--- config.mk ---
export PLATFORM = sky130hd
export DESIGN_NAME = tff_count_sequencer
export DESIGN_NICKNAME = d
export VERILOG_FILES = /design/src/rtl/tff_seq_pkg.sv /design/src/rtl/tff_toggle_mask.sv /design/src/rtl/tff_count_sequencer.sv
export SDC_FILE = /design/constraint.sdc
export NUM_CORES = 1
export LEC_CHECK = 0
export BUFFER_PORTS_ARGS = -buffer_cell sky130_fd_sc_hd__buf_2
export CAP_MARGIN = 20
export CELL_PAD_IN_SITES_DETAIL_PLACEMENT = 1
export CELL_PAD_IN_SITES_GLOBAL_PLACEMENT = 1
export CORE_UTILIZATION = 40
export CTS_BUF_LIST = sky130_fd_sc_hd__clkbuf_8
export CTS_CLUSTER_SIZE = 8
export DETAILED_ROUTE_END_ITERATION = 10
export PLACE_DENSITY_LB_ADDON = 0.1
export SKIP_CTS_REPAIR_TIMING = 1
export SYNTH_ARGS = -nofsm -noshare
export SYNTH_HDL_FRONTEND = slang
export SYNTH_HIERARCHICAL = 1
export SYNTH_SLANG_ARGS = --single-unit
--- constraint.sdc ---
create_clock -name clk -period 4.3 [get_ports clk]
set_input_delay 1.075 -clock clk [delete_from_list [all_inputs] [get_ports clk]]
set_output_delay 1.075 -clock clk [all_outputs]
set_load 0.01 [all_outputs]
--- src/rtl/tff_seq_pkg.sv ---
// rtl/tff_seq_pkg.sv - shared states and direction constants for the T flip-flop count sequencer
package tff_seq_pkg;

    typedef enum logic [1:0] {
        IDLE = 2'd0,
        LOAD = 2'd1,
        RUN  = 2'd2,
        DONE = 2'd3
    } state_e;

    localparam logic DIR_UP = 1'b0;
    localparam logic DIR_DN = 1'b1;

endpackage

--- src/rtl/tff_toggle_mask.sv ---
// rtl/tff_toggle_mask.sv - carry/borrow toggle vector for one up/down count step of a T flip-flop bank
module tff_toggle_mask
    import tff_seq_pkg::*;
#(
    parameter int WIDTH = 4
) (
    input  logic [WIDTH-1:0] q,
    input  logic             dir,
    output logic [WIDTH-1:0] t
);

    logic chain;

    // Bit i toggles when every lower bit is 1 (up) or every lower bit is 0 (down).
    always_comb begin
        chain = 1'b1;
        t     = '0;
        for (int i = 0; i < WIDTH; i++) begin
            t[i]  = chain;
            chain = chain & ((dir == DIR_DN) ? ~q[i] : q[i]);
        end
    end

endmodule

--- src/rtl/tff_count_sequencer.sv ---
// rtl/tff_count_sequencer.sv - sequences an external T flip-flop bank as a loadable up/down counter
module tff_count_sequencer
    import tff_seq_pkg::*;
#(
    parameter int WIDTH = 4
) (
    input  logic             clk,
    input  logic             reset,
    input  logic             start,
    input  logic             stop,
    input  logic             load,
    input  logic [WIDTH-1:0] load_val,
    input  logic             dir,
    input  logic             oneshot,
    input  logic [WIDTH-1:0] limit,
    input  logic [WIDTH-1:0] q_in,
    output logic [WIDTH-1:0] t_out,
    output logic             busy,
    output logic             tc,
    output logic             done
);

    state_e             state_q, state_d;
    logic               dir_q, dir_d;
    logic               oneshot_q, oneshot_d;
    logic [WIDTH-1:0]   limit_q, limit_d;

    logic [WIDTH-1:0]   step_mask;
    logic [WIDTH-1:0]   term;
    logic               at_term;

    tff_toggle_mask #(
        .WIDTH (WIDTH)
    ) u_mask (
        .q   (q_in),
        .dir (dir_q),
        .t   (step_mask)
    );

    // Up counts stop/wrap at the limit; down counts stop/wrap at zero.
    assign term    = (dir_q == DIR_DN) ? '0 : limit_q;
    assign at_term = (q_in == term);

    // State and run-configuration registers; configuration only changes on a start.
    always_ff @(posedge clk or posedge reset) begin
        if (reset) begin
            state_q   <= IDLE;
            dir_q     <= DIR_UP;
            oneshot_q <= 1'b0;
            limit_q   <= '0;
        end else begin
            state_q   <= state_d;
            dir_q     <= dir_d;
            oneshot_q <= oneshot_d;
            limit_q   <= limit_d;
        end
    end

    // Next state, toggle vector and status; load beats stop beats start.
    always_comb begin
        state_d   = state_q;
        dir_d     = dir_q;
        oneshot_d = oneshot_q;
        limit_d   = limit_q;
        t_out     = '0;
        busy      = 1'b0;
        tc        = 1'b0;
        done      = 1'b0;

        unique case (state_q)
            IDLE: begin
                if (load) begin
                    state_d = LOAD;
                end else if (start) begin
                    state_d   = RUN;
                    dir_d     = dir;
                    oneshot_d = oneshot;
                    limit_d   = limit;
                end
            end

            LOAD: begin
                busy    = 1'b1;
                // Toggle exactly the bits that differ so the bank lands on load_val.
                t_out   = q_in ^ load_val;
                state_d = load ? LOAD : IDLE;
            end

            RUN: begin
                busy = 1'b1;
                tc   = at_term;
                if (load) begin
                    state_d = LOAD;
                    t_out   = q_in ^ load_val;
                end else if (stop) begin
                    state_d = IDLE;
                end else if (at_term) begin
                    if (oneshot_q) begin
                        state_d = DONE;
                    end else if (dir_q == DIR_DN) begin
                        t_out = q_in ^ limit_q;
                    end else begin
                        t_out = q_in;
                    end
                end else begin
                    t_out = step_mask;
                end
            end

            DONE: begin
                done = 1'b1;
                if (load) begin
                    state_d = LOAD;
                end else if (start) begin
                    state_d   = RUN;
                    dir_d     = dir;
                    oneshot_d = oneshot;
                    limit_d   = limit;
                end
            end

            default: begin
                state_d = IDLE;
            end
        endcase
    end

endmodule

# Word-level counts from Yosys, hierarchy flattened
# Cells that the tools add are included.
[totals]
ram_bits = 0
register_bits = 8
input_bits = 19
latch_bits = 0
mem_bits_ro = 0
out_inout_bits = 7
mem_count = 0
[op_classes]
n_bitwise = 8
eq_ne = 7
n_addsub = 0
n_div = 0
shifts = 0
mux = 21
magnitude_cmp = 0
n_mul = 0
reduce_logical = 5
[ops]
columns = ["op", "count"]
rows = [
  ["2-to-1 mux 4 bit", 6],
  ["2-to-1 mux 2 bit", 6],
  ["inequality test 4 bit (second input constant)", 2],
  ["one-hot mux 4 bit (2 select lines)", 1],
  ["XOR 4 bit", 2],
  ["2-to-1 mux 1 bit", 7],
  ["one-hot mux 2 bit (3 select lines)", 1],
  ["AND reduction 3 bit", 2],
  ["== test 2 bit (second input constant)", 2],
  ["== test 4 bit", 1],
  ["inverter 1 bit", 4],
  ["OR reduction 2 bit", 2],
  ["inequality test 3 x 1 -> 1 bit (second input constant)", 1],
  ["AND 1 bit", 2],
  ["== test 2 x 1 -> 1 bit (second input constant)", 1],
  ["zero test 2 bit", 1],
]

# Logic depth before layout (Yosys ltp)
[logic_depth]
ltp_word = 8
ltp_mapped = 7

# By module
# Netlist, hierarchy kept.
[by_module_without_submodules]
columns = ["module", "seq_area_each_um2", "cells_per_inst", "area_per_inst_um2", "n_inst"]
rows = [
  ["tff_count_sequencer", 200.2, 99, 789.5, 1],
  ["tff_toggle_mask", 0.0, 8, 60.1, 1],
]

# Worst setup path before layout
# No wires, ideal clock.
[synth_timing]
path_kind = "input to output"
startpoint = "in q_in[3]"
endpoint = "out t_out[0]"
required_ns = 3.225
cell_stages = 5
t_arrival_ns = 2.078
setup_slack_ns = 1.147
path_cell_list = "xor2_1 -> nor3_1 -> o22ai_2 -> nand3b_1 -> a31oi_1"
[synth_between]
elab_chain_len = 5
[synth_rtl]
columns = ["element", "line", "source"]
rows = [
  ["start, declared", "tff_count_sequencer.sv:16", "input logic [WIDTH-1:0] q_in,"],
  ["== test 4 bit", "tff_count_sequencer.sv:42", "assign at_term = (q_in == term);"],
  ["2-to-1 mux 4 bit", "tff_count_sequencer.sv:97", "end else if (at_term) begin"],
  ["2-to-1 mux 4 bit", "tff_count_sequencer.sv:95", "end else if (stop) begin"],
  ["2-to-1 mux 4 bit", "tff_count_sequencer.sv:92", "if (load) begin"],
  ["one-hot mux 4 bit (2 select lines)", "tff_count_sequencer.sv:70", "unique case (state_q)"],
  ["end, declared", "tff_count_sequencer.sv:17", "output logic [WIDTH-1:0] t_out,"],
]
# No other way between the ends.

# Worst setup path after layout
[layout_timing]
startpoint = "in q_in[0]"
endpoint = "out t_out[3]"
[layout_between]
elab_chain_len = 8
word_cells_on_any_way = 9
classes_between = "1 x eq/ne; 5 x mux; 3 x bitwise"
[layout_rtl]
columns = ["element", "line", "source"]
rows = [
  ["inverter 1 bit", "tff_toggle_mask.sv:20", "chain = chain & ((dir == DIR_DN) ? ~q[i] : q[i]);"],
  ["2-to-1 mux 1 bit", "tff_toggle_mask.sv:20", ""],
  ["AND 1 bit (2 in a row)", "tff_toggle_mask.sv:20", ""],
  ["2-to-1 mux 4 bit (*)", "tff_count_sequencer.sv:97", ""],
  ["2-to-1 mux 4 bit (*)", "tff_count_sequencer.sv:95", ""],
  ["2-to-1 mux 4 bit (*)", "tff_count_sequencer.sv:92", ""],
  ["one-hot mux 4 bit (2 select lines) (*)", "tff_count_sequencer.sv:70", ""],
]
# Every way passes the cells marked *; elsewhere a longest branch is shown, timed or not.

==> key figures <==
Run status
  – Run status: finished clean

Clock network
  – Number of sinks driven by the clock tree: 8
  – H-tree depth: 1
  – Total CTS buffers: 3
  – Clock Latency Late Sink: 0.22 ns
  – Clock input transition at the sequential cells of the worst setup and hold paths: 0.04 ns
  – TritonCTS clock tree: done
  – CTS Root Buffer Type: clkbuf_8
  – Maximum count of clock buffers along a single path: 2

Synthesis
  – Cells after Synth: 107
  – Area fraction of the dominant cell type after synthesis: 0.236
  – Number of flip-flops and latches in the synthesized netlist: 8
  – Post-Synthesis Cell Area: 850 sq um
  – Ys Warns: 6
  – Cell taking the most area after synthesis: dfrtp_1
  – Number of library cell types mapped by synthesis: 30
  – Cells taking the most area after synthesis: dfrtp_1 24%, nand2_1 8.0%, mux2_2 8.0%
  – Synth Area per Inst: 7.94 sq um
  – Net count of the mapped netlist: 129
  – Post-synthesis sequential area ratio: 0.236

Critical path
  – CP Capture Type: output pin
  – Worst stage delay on the critical path: 0.27 ns
  – Class of the most critical setup path: in2out
  – Crit path launch: q_in[0]
  – Maximum fanout count along the critical path: 10
  – Data required time at the worst endpoint: 3.22 ns
  – Critical Path Sink: t_out[3]
  – Worst reg-to-reg path cell count: 7
  – End of the worst register-to-register path: state_q[1]$_DFFE_PP0P_
  – Critical path, cell by cell: buf_2, nand4bb_1, o22ai_1, o22ai_2, nand3b_1, a31oi_1, buf_2
  – Most used cell, CP: buf_2
  – Reg-to-reg slack, setup: 2.44 ns
  – Max stage delay cell, worst path: o22ai_1
  – Launch instance of the worst register-to-register path: state_q[0]$_DFFE_PP0P_
  – Arrival time of data at the critical path endpoint: 2.43 ns
  – Crit start category: input pin

Routing
  – Iter 0 DRT Violations: 5
  – Pre-Repair DR Iteration Count: 4
  – Antenna viol nets, final: 0
  – DRC errors left: 0
  – Vias per cell: 5.17
  – Post-detailed-routing wire length: 2030 um
  – Routed wire length per instance: 12.9 um
  – Number of vias in the routed layout: 817

Placement
  – Setup Slack @ Placement: 0.775 ns
  – Detailed placement HPWL: 1650 um
  – Port Buffer Count: 25
  – RD Place Congestion: 0.762

Floorplan
  – Die height: 48.1 um
  – Die outline area: 2310 sq um
  – Starting utilization of the core area: 0.429
  – Core Footprint: 1980 sq um
  – Count of pins on the block boundary: 26
  – Count of standard-cell rows: 16
  – Die W: 48.1 um

Cells and area
  – Layout cell share with drive strength beyond 1: 0.290
  – Final layout net count: 155
  – Post-synthesis to final-layout area growth: 20.9%
  – Final core utilization: 0.518
  – Number of antenna diodes: 0
  – Commonest cells after routing, fill and taps aside: 25 x buf_2, 18 x nand2_1, 8 x o21ai_0, 8 x dfrtp_1
  – Most common cell after layout, fill and taps aside: buf_2
  – Footprint of the multi-input gates: 604 sq um
  – Layout fillers: 254
  – Combined flip-flop and latch cell area: 200 sq um

STA
  – Final hold vios: 0
  – Portion of the clock cycle consumed by the worst path in the final layout: 0.815
  – Setup TNS: 0 ns
  – Period minus WS final: 3.51 ns
  – Slew Limit Fails: 0
  – Number of failing setup endpoints in the final timing report: 0
  – Final worst slack: 0.793 ns
  – Unrepaired setup endpoints after global routing: no
  – Clock skew: 0.00127 ns
  – Highest clock rate: 285 MHz

Run
  – Max-capacitance violation count: 0

Power and ir drop
  – Peak VDD IR: 0.308 mV
  – Pwr per Cell Area: 544 nW/um^2
  – Leakage component of the power: 0.480 nW

GRT
  – Sum of overflow across all layers after global routing: 0
  – Largest net degree at the start of global routing: 16
  – Number of global-route vias before repair: 744
  – Antenna violations before repair: 0
  – Global-route wire length before repair: 3190 um
  – Total routing resource utilization after global routing: 0.207

Worst hold path
  – Worst hold-check path type: reg2reg
-- layout make-up --
class                           count  area share
Inverter                            6      0.0219
Clock buffer                        3      0.0402
Tap cell                           27      0.0329
Sequential cell                     8       0.195
Timing Repair Buffer               25       0.122
Multi-Input combinational cell     89       0.588
-- synth_stat cells, drive strengths merged --
cell type	number
nand2	18
dfrtp	8
o21ai	8
nand3b	7
xor2	7
inv	6
mux2	6
nor2	6
nand3	5
a31oi	4
nor3	4
xnor2	4
ha	3
a21oi	2
buf	2
clkbuf	2
nand4bb	2
o22ai	2
a311o	1
conb	1
mux2i	1
nand2b	1
nand4b	1
o21ba	1
o21bai	1
o221ai	1
o2bb2ai	1
o31ai	1
or3	1
-- worst max-delay path: cells and delay by family --
family                 cells  cell delay [ns]
buffers and inverters      2             0.37
AO/OA/AOI/OAI              3             0.67
AND/OR/NAND/NOR            2             0.32
-- stage by stage --
stage	cell area [sq um]	std cells	hold WS [ns]	power [mW]
3_3_place_gp	986	155	0.570	0.464
4_1_cts	1030	158	0.573	0.566
5_1_grt	1030	158	0.614	0.618
2_1_floorplan	850	107	0.522	0.396
3_5_place_dp	986	155	0.566	0.475
6_report	1030	158	0.563	0.559
-- routing by layer --
layer | routed length [um] | global-route usage | share of wire
met2 | 978 | 0.335 | 0.48
met1 | 1000 | 0.264 | 0.49
met4 | 0 | 0.106 | 0
met3 | 51 | 0.0340 | 0.025
met5 | 0 | 0 | 0
-- registers in the layout (all words and copies together) (netlist names) --
name       flops
limit_q        4
state_q        2
dir_q          1
oneshot_q      1
-- worst min-delay path by stage --
stage,start,to,slack (ns),depth (start not counted)
6_report,oneshot_q$_DFFE_PP0P_,oneshot_q$_DFFE_PP0P_,0.56,1
3_3_place_gp,oneshot_q$_DFFE_PP0P_,oneshot_q$_DFFE_PP0P_,0.57,1
2_1_floorplan,oneshot_q$_DFFE_PP0P_,oneshot_q$_DFFE_PP0P_,0.52,1
3_5_place_dp,oneshot_q$_DFFE_PP0P_,oneshot_q$_DFFE_PP0P_,0.57,1
4_1_cts,oneshot_q$_DFFE_PP0P_,oneshot_q$_DFFE_PP0P_,0.57,1
5_1_grt,oneshot_q$_DFFE_PP0P_,oneshot_q$_DFFE_PP0P_,0.61,1
-- kinds of logic (layout without fill, tap and decap cells) --
logic type | count (synthesis) | after routing | synth area share
simple gates | 45 | 45 | 0.272
compound gates | 22 | 22 | 0.186
xor+xnor | 11 | 11 | 0.113
buf+inv | 10 | 34 | 0.0530
flops | 8 | 8 | 0.236
mux | 7 | 7 | 0.0913
fa+ha+maj | 3 | 3 | 0.0442
other cells | 1 | 1 | 0.00441
-- power by group --
group          internal, mW  switching, mW
clock                0.0603         0.0262
sequential            0.113         0.0555
combinational         0.145          0.160
(Power assumes the default switching activity.)
